## config.mk

```make
export PLATFORM = sky130hd
export DESIGN_NAME = if_stage
export DESIGN_NICKNAME = d
export VERILOG_FILES = /design/src/rtl/if_stage.sv
export SDC_FILE = /design/constraint.sdc
export NUM_CORES = 1
export LEC_CHECK = 0
export CELL_PAD_IN_SITES_DETAIL_PLACEMENT = 2
export CELL_PAD_IN_SITES_GLOBAL_PLACEMENT = 2
export CORE_MARGIN = 8
export CORE_UTILIZATION = 33
export DETAILED_ROUTE_END_ITERATION = 8
export GPL_TIMING_DRIVEN = 0
export PLACE_DENSITY_LB_ADDON = 0.1
export SYNTH_ARGS = -nofsm -noshare
export SYNTH_HDL_FRONTEND = slang
export SYNTH_SLANG_ARGS = --single-unit
```

## constraint.sdc

```tcl
create_clock -name clk -period 2.9 [get_ports clk]
set_input_delay 0.29 -clock clk [delete_from_list [all_inputs] [get_ports clk]]
set_output_delay 0.29 -clock clk [all_outputs]
set_load 0.05 [all_outputs]
```

## src/rtl/if_stage.sv

```systemverilog
`default_nettype none
// ============================================================================
// Module   : if_stage
// Purpose  : Instruction fetch stage: PC, imem req/ready handshake, one-entry
//            skid buffer, redirect drain and the IF/ID pipeline register.
//            Define IF_FETCH_CNT_EN to add fetch_cnt / flush_cnt counters.
// Revision : 1.0 - initial release
// ============================================================================
module if_stage #(
    parameter logic [31:0] RESET_PC  = 32'h0000_0000,
    parameter logic [31:0] NOP_INSTR = 32'h0000_0013
) (
    input  logic        clk,
    input  logic        rst_n,
    input  logic        IFWrite,
    input  logic        Branch,
    input  logic        Jump,
    input  logic [31:0] JumpAddr,
    output logic        imem_req,
    output logic [31:0] imem_addr,
    input  logic        imem_ready,
    input  logic [31:0] imem_rdata,
    output logic [31:0] Instruction_id,
    output logic [31:0] PC_id,
`ifdef IF_FETCH_CNT_EN
    output logic [31:0] fetch_cnt,
    output logic [31:0] flush_cnt,
`endif
    output logic        valid_id
);

    localparam logic [1:0] S_BOOT  = 2'd0;
    localparam logic [1:0] S_FETCH = 2'd1;
    localparam logic [1:0] S_DRAIN = 2'd2;

    logic [1:0]  r_state,       w_state_nxt;
    logic [31:0] r_pc_if,       w_pc_if_nxt;
    logic [31:0] r_redirect_pc, w_redirect_pc_nxt;
    logic        r_buf_valid,   w_buf_valid_nxt;
    logic [31:0] r_buf_instr,   w_buf_instr_nxt;
    logic [31:0] r_buf_pc,      w_buf_pc_nxt;
    logic [31:0] r_instr_id,    w_instr_id_nxt;
    logic [31:0] r_pc_id,       w_pc_id_nxt;
    logic        r_valid_id,    w_valid_id_nxt;

    logic        w_done;
    logic        w_redir;

    assign imem_req       = (r_state != S_BOOT) && !r_buf_valid;
    assign imem_addr      = r_pc_if;
    assign w_done         = imem_req && imem_ready;
    assign w_redir        = Branch || Jump;
    assign Instruction_id = r_instr_id;
    assign PC_id          = r_pc_id;
    assign valid_id       = r_valid_id;

    always_ff @(posedge clk or negedge rst_n) begin
        if (!rst_n) begin
            r_state       <= S_BOOT;
            r_pc_if       <= RESET_PC;
            r_redirect_pc <= 32'h0;
            r_buf_valid   <= 1'b0;
            r_buf_instr   <= 32'h0;
            r_buf_pc      <= 32'h0;
            r_instr_id    <= NOP_INSTR;
            r_pc_id       <= 32'h0;
            r_valid_id    <= 1'b0;
        end else begin
            r_state       <= w_state_nxt;
            r_pc_if       <= w_pc_if_nxt;
            r_redirect_pc <= w_redirect_pc_nxt;
            r_buf_valid   <= w_buf_valid_nxt;
            r_buf_instr   <= w_buf_instr_nxt;
            r_buf_pc      <= w_buf_pc_nxt;
            r_instr_id    <= w_instr_id_nxt;
            r_pc_id       <= w_pc_id_nxt;
            r_valid_id    <= w_valid_id_nxt;
        end
    end

    always_comb begin
        w_state_nxt       = r_state;
        w_pc_if_nxt       = r_pc_if;
        w_redirect_pc_nxt = r_redirect_pc;
        w_buf_valid_nxt   = r_buf_valid;
        w_buf_instr_nxt   = r_buf_instr;
        w_buf_pc_nxt      = r_buf_pc;
        w_instr_id_nxt    = r_instr_id;
        w_pc_id_nxt       = r_pc_id;
        w_valid_id_nxt    = r_valid_id;

        case (r_state)
            S_BOOT: begin
                w_state_nxt    = S_FETCH;
                w_instr_id_nxt = NOP_INSTR;
                w_pc_id_nxt    = 32'h0;
                w_valid_id_nxt = 1'b0;
            end
            S_FETCH: begin
                if (!IFWrite) begin
                    // Redirect operands are stale during a load-use hold.
                    if (w_done) begin
                        w_buf_valid_nxt = 1'b1;
                        w_buf_instr_nxt = imem_rdata;
                        w_buf_pc_nxt    = r_pc_if;
                        w_pc_if_nxt     = r_pc_if + 32'd4;
                    end
                end else if (w_redir) begin
                    w_instr_id_nxt  = NOP_INSTR;
                    w_pc_id_nxt     = 32'h0;
                    w_valid_id_nxt  = 1'b0;
                    w_buf_valid_nxt = 1'b0;
                    if (w_done || !imem_req) begin
                        w_pc_if_nxt = JumpAddr;
                    end else begin
                        w_redirect_pc_nxt = JumpAddr;
                        w_state_nxt       = S_DRAIN;
                    end
                end else if (r_buf_valid) begin
                    w_instr_id_nxt  = r_buf_instr;
                    w_pc_id_nxt     = r_buf_pc;
                    w_valid_id_nxt  = 1'b1;
                    w_buf_valid_nxt = 1'b0;
                end else if (w_done) begin
                    w_instr_id_nxt = imem_rdata;
                    w_pc_id_nxt    = r_pc_if;
                    w_valid_id_nxt = 1'b1;
                    w_pc_if_nxt    = r_pc_if + 32'd4;
                end else begin
                    w_instr_id_nxt = NOP_INSTR;
                    w_pc_id_nxt    = 32'h0;
                    w_valid_id_nxt = 1'b0;
                end
            end
            S_DRAIN: begin
                w_instr_id_nxt = NOP_INSTR;
                w_pc_id_nxt    = 32'h0;
                w_valid_id_nxt = 1'b0;
                if (IFWrite && w_redir) begin
                    w_redirect_pc_nxt = JumpAddr;
                end
                // The newest target wins when a redirect lands on the ready cycle.
                if (imem_ready) begin
                    w_pc_if_nxt = (IFWrite && w_redir) ? JumpAddr : r_redirect_pc;
                    w_state_nxt = S_FETCH;
                end
            end
            default: begin
                w_state_nxt = S_BOOT;
            end
        endcase
    end

`ifdef IF_FETCH_CNT_EN
    logic        w_flush_evt;
    logic [31:0] r_fetch_cnt;
    logic [31:0] r_flush_cnt;

    assign w_flush_evt = IFWrite && w_redir && (r_state != S_BOOT);
    assign fetch_cnt   = r_fetch_cnt;
    assign flush_cnt   = r_flush_cnt;

    always_ff @(posedge clk or negedge rst_n) begin
        if (!rst_n) begin
            r_fetch_cnt <= 32'h0;
            r_flush_cnt <= 32'h0;
        end else begin
            if (w_done) begin
                r_fetch_cnt <= r_fetch_cnt + 32'd1;
            end
            if (w_flush_evt) begin
                r_flush_cnt <= r_flush_cnt + 32'd1;
            end
        end
    end
`endif

endmodule
`default_nettype wire
```

# After elaboration in Yosys (flattened, before gate mapping)
# Cells that the tools add are included.
[totals]
register_bits = 196
out_inout_bits = 98
wordCells = 72
input_bits = 70
[op_classes]
mux = 34
n_addsub = 1
n_eq_ne = 8
n_reduce_logical = 19
n_bitwise = 1
[ops]
columns = ["operator", "count"]
rows = [
  ["$mux W32", 18],
  ["$pmux W32 S2", 4],
  ["$add A32 B3 Y32 const B", 1],
  ["$reduce_and A4 Y1", 3],
  ["$mux W2", 4],
  ["$ne A2 B2 Y1 const B", 4],
  ["$ne A4 B4 Y1 const B", 2],
  ["$reduce_bool A2 Y1", 4],
  ["$mux W1", 6],
  ["$pmux W2 S3", 1],
  ["$reduce_and A2 Y1", 2],
  ["$logic_and A1 B1 Y1", 3],
  ["$reduce_and A3 Y1", 1],
  ["$eq A2 B1 Y1 const B", 1],
  ["$eq A2 B2 Y1 const B", 1],
  ["$logic_not A1 Y1", 2],
  ["$logic_not A2 Y1", 1],
  ["$logic_or A1 B1 Y1", 2],
  ["$pmux W1 S2", 1],
  ["$reduce_or A2 Y1", 1],
  ["$not A1 Y1", 1],
]

# Logic depth before layout (Yosys ltp)
[depth]
depth_word = 8
depth_mapped = 12
ltp_nobuf = 9

# Worst setup path before layout
# Ideal clock, no wire load.
[synth_timing]
kind = "register -> register"
startpoint = "register r_state[1]"
endpoint = "register r_pc_if[2], in the netlist imem_addr[2]"
path_slack_ns = 0.645
period_less_slack_ns = 2.255
arrival_ns = 2.132
stages_incl_launch_ff = 13
cell_sequence = "dfrtp_1 > inv_1 > ha_1 > or3b_1 > buf_2 > inv_2 > buf_2 > buf_2 > ha_1 > mux2i_1 > nor2_1 > a21oi_1 > o21ai_1"
[synth_between]
elab_chain_len = 8
elab_cells_between_ends = 17
[synth_rtl]
columns = ["item", "line", "rtl"]
rows = [
  ["start, declared", "36", "logic [1:0] r_state, w_state_nxt;"],
  ["start signal, assigned", "69", "r_state <= w_state_nxt;"],
  ["$reduce_bool A2 Y1", "49", "assign imem_req = (r_state != S_BOOT) && !r_buf_valid;"],
  ["$logic_and A1 B1 Y1", "49", ""],
  ["$logic_and A1 B1 Y1", "51", "assign w_done = imem_req && imem_ready;"],
  ["$mux W32 (4 in a row)", "n/a", ""],
  ["$pmux W32 S2", "92", "case (r_state)"],
  ["end signal, assigned", "70", "r_pc_if <= w_pc_if_nxt;"],
  ["end, declared", "37", "logic [31:0] r_pc_if, w_pc_if_nxt;"],
]
# Parallel ways exist; a longest one is shown, timed or not. The select of a mux whose other input is x is not followed.
# A chain may end at the register's enable or synchronous reset.

# Final worst setup path
[layout_timing]
startpoint = "register r_state[0]"
endpoint = "register r_buf_pc[28]"
[layout_between]
elab_chain_len = 4
elab_cells_between_ends = 5
[layout_rtl]
columns = ["item", "line", "rtl"]
rows = [
  ["$reduce_bool A2 Y1", "49", ""],
  ["$logic_and A1 B1 Y1", "49", ""],
  ["$logic_and A1 B1 Y1", "51", ""],
  ["$reduce_and A3 Y1 (no source line) *", "n/a", ""],
  ["end signal, assigned", "74", "r_buf_pc <= w_buf_pc_nxt;"],
  ["end, declared", "41", "logic [31:0] r_buf_pc, w_buf_pc_nxt;"],
]
# Mark *: on every way between the ends. The rest lies on a longest branch, timed or not.

==> flow_results.org <==
** Run status
- The flow ran to the end, and the final reports show no timing, DRC or antenna violations.

** Logic synthesis
- Share of the synthesized netlist area taken by xor and xnor gates :: 0.194%
- Counting distinct cell types in the post-synthesis netlist gives 59.
- Combinational family with the most area after synthesis :: compound AO/OA/AOI/OAI gates
- Mapped Cells :: 860
- Summing the areas of all fa, ha and maj instances in the mapped netlist gives 0.694% of the synthesized area.
- Count of synthesis-stage warnings from yosys :: 0
- Avg Synthesized Cell Area :: 10.5 um2
- Mux share of post-synthesis cell area :: 11.3%
- Post-Syn Nets :: 935
- The synthesized netlist devotes 18.4% of its cell area to compound gates.
- After synthesis, flip-flops and latches occupy 54.5% of the total area.
- Among all flip-flop cells after synthesis, the most frequent one is sky130_fd_sc_hd__dfrtp_1.
- Total standard cell area after synthesis :: 0.00901 mm2
- Simple-gate area share of the yosys netlist :: 11.1%
- Of all flip-flops after synthesis, the portion carrying an async set or reset was 100%.
- The synthesized design contains 0 enable-type register cells.
- Flops & latches, synth :: 196

** Setup path
- Worst path slowest cell :: sky130_fd_sc_hd__clkbuf_1
- Biggest cell delay along the critical path :: 0.57 ns
- Kind of launch point of the worst setup path :: flop
- Worst path top cell family by delay :: buffers and inverters
- STA puts the critical path data arrival time at 2.99 ns.
- The worst setup path is captured at a flop.
- Data required time of the worst path :: 3.21 ns
- Of all nets on the critical path, the largest fanout is 10.
- Register-to-Register Setup Slack :: 0.22 ns
- The number of buffers and inverters on the critical path is 4.
- Cell-by-cell listing of the critical path :: inv_1 > ha_1 > or3b_1 > buf_2 > inv_2 > nand2_1 > clkbuf_1 > mux2_1
- The worst setup path is of the flop to flop kind.

** Clocking
- In this run the deepest clock path goes through 2 buffers.
- The cell sitting at the root of the clock tree is a sky130_fd_sc_hd__clkbuf_16.
- Worst-path clk slew :: 0.09 ns
- CTS tree :: built
- In this run the number of H-tree levels came out at 4.
- TritonCTS created 17 clock buffers.
- Later-pin clock latency in the skew report :: 0.44 ns
- Clock sinks :: 196

** Routing
- Total via count after detailed routing :: 7669
- For this run, design rule violations remaining after detail routing come to 0.
- Dividing the detail-routed via count by the number of cells gives 5.47.
- Post-DR wirelength/cell :: 23.0 um
- Number of DRC markers after the initial detailed-route iteration :: 281
- The count of nets left with antenna violations once routing finished came out at 0.
- First-pass detailed-route iteration total :: 4
- Wirelength, routed :: 32200 um

** Global routing
- In the global route stage, met2 resource usage came out at 33.7%.
- The first global-routing pass estimated 51500 um of wire.
- Pin count of the biggest net entering global routing :: 110
- Global route hottest layer :: met2
- Number of antenna violations at the first check in global routing :: 0
- In the global route stage, overall resource usage came out at 19.8%.
- Met3 usage in global routing :: 2.93%
- Global routing usage on met1 :: 26.3%
- For this run the aggregate overflow at the end of global routing stands at 0.
- The number of global-route vias before repair was 8524.

** Timing
- Number of failing setup endpoints in the final timing report :: 0
- Headroom to the max-slew limit came out at 37.7%.
- Period Utilization, post-route :: 92.3%
- The count of final max-slew check failures came to 0.
- Final hold analysis gives a worst-case slack of 0.415 ns.
- Final Critical Period :: 2.68 ns
- Transition time of the tightest slew-check pin :: 0.929 ns
- The total count of hold-check failures in the final report is 0.
- Setup repair after global routing left no endpoint under its margin.
- Based on the critical path, the design can be clocked at up to 373 MHz.
- The clock arrives with 0.0141 ns of skew.

** Floorplanning
- In this run the standard cell core region covers 0.0269 mm2.
- Die ar. :: 0.0328 mm2
- In this run the core area contains 60 standard-cell rows.
- Die height :: 181 um
- Die Wd :: 181 um
- Count of pins on the block boundary :: 168
- Starting Density :: 33.5%

** Layout
- At the end of the flow, the number of nets in the layout was 1122.
- The repair_antennas step left the layout with diodes totalling 0.
- Layout cells sized above 1 :: 10.1%
- The layout has 2831 filler cells.
- Leaving out fill and tap cells, the most frequent cell in the layout is sky130_fd_sc_hd__dfrtp_1.
- The area growth from synthesis to layout is 30.4%.
- Utilization after layout :: 43.7%
- In the layout the commonest cells are 193 x sky130_fd_sc_hd__dfrtp_1, 166 x sky130_fd_sc_hd__clkdlybuf4s50_1, 105 x sky130_fd_sc_hd__nand2_1.

** Pwr
- Portion of total power attributed to sequential cells :: 37.3%
- VDD sags by at most 0.364 mV.
- Summed over all nets, the switching power comes to 5.53 mW.
- Switching power share of the total :: 45.1%
- Leakage Power :: 4.85 nW
- Combinational cell fraction of total power :: 43.4%
- Cell Pwr Density :: 1040 mW/mm2
- The clock network is responsible for 19.3% of the overall power.
- The internal portion of the total power is 6.72 mW.

** Placement
- Detailed placement HPWL :: 23800 um
- Input and output buffers added on the ports amount to 167.
- The congestion estimate from routability-driven global placement came to 0.775.

** Run
- Max-cap violations in this run came to 0.

** Worst hold path
- Class of the tightest hold or removal check :: input pin to asynchronous set/reset pin
## metrics by stage
stage	setup TNS [ns]	instances	setup slack (ns)	power (mW)	area [um2]
6_report	0	1401	0.222	12.2	11800
5_1_grt	0	1401	0.0171	13.0	11800
4_1_cts	0	1402	0.0144	12.4	11700
3_5_place_dp	-1.07	1369	-0.183	9.94	11100
3_3_place_gp	-1444.56	1368	-7.44	9.76	11100
2_1_floorplan	0	860	0.645	7.77	9010
## power by group through the flow
stage / combinational, mW / clock (mW) / sequential, mW
after floorplan: 2.48 / 0 / 5.28
after global routing: 5.77 / 2.51 / 4.69
after detailed placement: 5.34 / 0 / 4.60
after CTS: 5.38 / 2.43 / 4.56
final: 5.32 / 2.36 / 4.56
after global placement: 5.21 / 0 / 4.55
## final timing paths
path | from | endpoint | depth (start not counted)
setup / recovery | r_state[0] | r_buf_pc[28] | 8
hold / removal | rst_n | Instruction_id[7] | 2
setup reg to reg | r_state[0] | r_buf_pc[28] | 8
hold reg to reg | Instruction_id[4] | Instruction_id[4] | 2
max in group asynchronous | rst_n | r_buf_pc[4] | 3
min in group clk | imem_rdata[5] | r_buf_instr[5] | 2
## cells by family (layout without fill, tap and decap cells)
group | Yosys count | after routing
AO/OA/AOI/OAI | 269 | 269
XOR/XNOR | 2 | 2
adder cells (fa/ha/maj) | 5 | 5
buffers and inverters | 84 | 284
flip-flops | 196 | 196
multiplexers | 91 | 91
AND/OR/NAND/NOR | 213 | 213
## cell type report
type | count | area (um2) | area share [%]
Clock inverter | 14 | 146 | 1.25
Buffer | 65 | 287 | 2.44
Inverter | 18 | 67.6 | 0.575
Timing Repair Buffer | 169 | 1710 | 14.6
Clock buffer | 18 | 429 | 3.65
Tap cell | 341 | 427 | 3.63
Sequential cell | 196 | 4910 | 41.8
Multi-Input combinational cell | 580 | 3770 | 32.1
## synth_stat cells (4+ instances only)
| master | count | area (um2) |
|---|---|---|
| sky130_fd_sc_hd__nor3_1 | 7 | 35.0 |
| sky130_fd_sc_hd__a221oi_1 | 8 | 70.1 |
| sky130_fd_sc_hd__o21ai_0 | 69 | 345 |
| sky130_fd_sc_hd__and3_1 | 13 | 81.3 |
| sky130_fd_sc_hd__o21ai_1 | 41 | 205 |
| sky130_fd_sc_hd__a31oi_1 | 9 | 56.3 |
| sky130_fd_sc_hd__dfrtp_1 | 193 | 4830 |
| sky130_fd_sc_hd__buf_2 | 20 | 100 |
| sky130_fd_sc_hd__inv_1 | 17 | 63.8 |
| sky130_fd_sc_hd__and2_1 | 4 | 25.0 |
| sky130_fd_sc_hd__a22oi_1 | 59 | 443 |
| sky130_fd_sc_hd__clkbuf_1 | 39 | 146 |
| sky130_fd_sc_hd__ha_1 | 5 | 62.6 |
| sky130_fd_sc_hd__o22ai_1 | 7 | 43.8 |
| sky130_fd_sc_hd__mux2_1 | 49 | 552 |
| sky130_fd_sc_hd__a21oi_1 | 43 | 215 |
| sky130_fd_sc_hd__a211oi_1 | 5 | 37.5 |
| sky130_fd_sc_hd__nand2_1 | 105 | 394 |
| sky130_fd_sc_hd__nor2b_1 | 7 | 43.8 |
| sky130_fd_sc_hd__nand3_1 | 9 | 45.0 |
| sky130_fd_sc_hd__nand4_1 | 13 | 81.3 |
| sky130_fd_sc_hd__buf_1 | 5 | 18.8 |
| sky130_fd_sc_hd__nor2_1 | 35 | 131 |
| sky130_fd_sc_hd__mux2_2 | 39 | 439 |
| sky130_fd_sc_hd__a41oi_1 | 5 | 43.8 |
## worst register-to-register path, cell delays in order, from the launching register on
cell	delay (ns)
sky130_fd_sc_hd__dfrtp_1	0.41
sky130_fd_sc_hd__inv_1	0.09
sky130_fd_sc_hd__ha_1	0.27
sky130_fd_sc_hd__or3b_1	0.14
sky130_fd_sc_hd__buf_2	0.22
sky130_fd_sc_hd__inv_2	0.06
sky130_fd_sc_hd__nand2_1	0.39
sky130_fd_sc_hd__clkbuf_1	0.58
sky130_fd_sc_hd__mux2_1	0.39
## what timing repair did
action                                  4_1_cts  5_1_grt
gates cloned                                  0        0
gates resized for setup                       4        5
hold endpoints to repair                     84        0
endpoints found under the setup margin       18       28
buffers inserted                              0        0
hold buffers                                  1        0
## per-layer routing
| metal | routed length [um] | share of wire, % | vias to the layer above |
|---|---|---|---|
| li1 | - | - | 3502 |
| met1 | 15200 | 47 | 3991 |
| met2 | 15700 | 49 | 152 |
| met3 | 959 | 3.0 | 24 |
| met4 | 345 | 1.1 | 0 |
| met5 | 0 | 0 | - |
## registers in the layout, summed over array words and instances (netlist names)
register / count
r_state: 2
valid_id: 1
imem_addr: 32
r_redirect_pc: 32
r_buf_pc: 32
PC_id: 32
r_buf_valid: 1
Instruction_id: 32
r_buf_instr: 32
No activity file was read; power rests on OpenSTA's default activity.
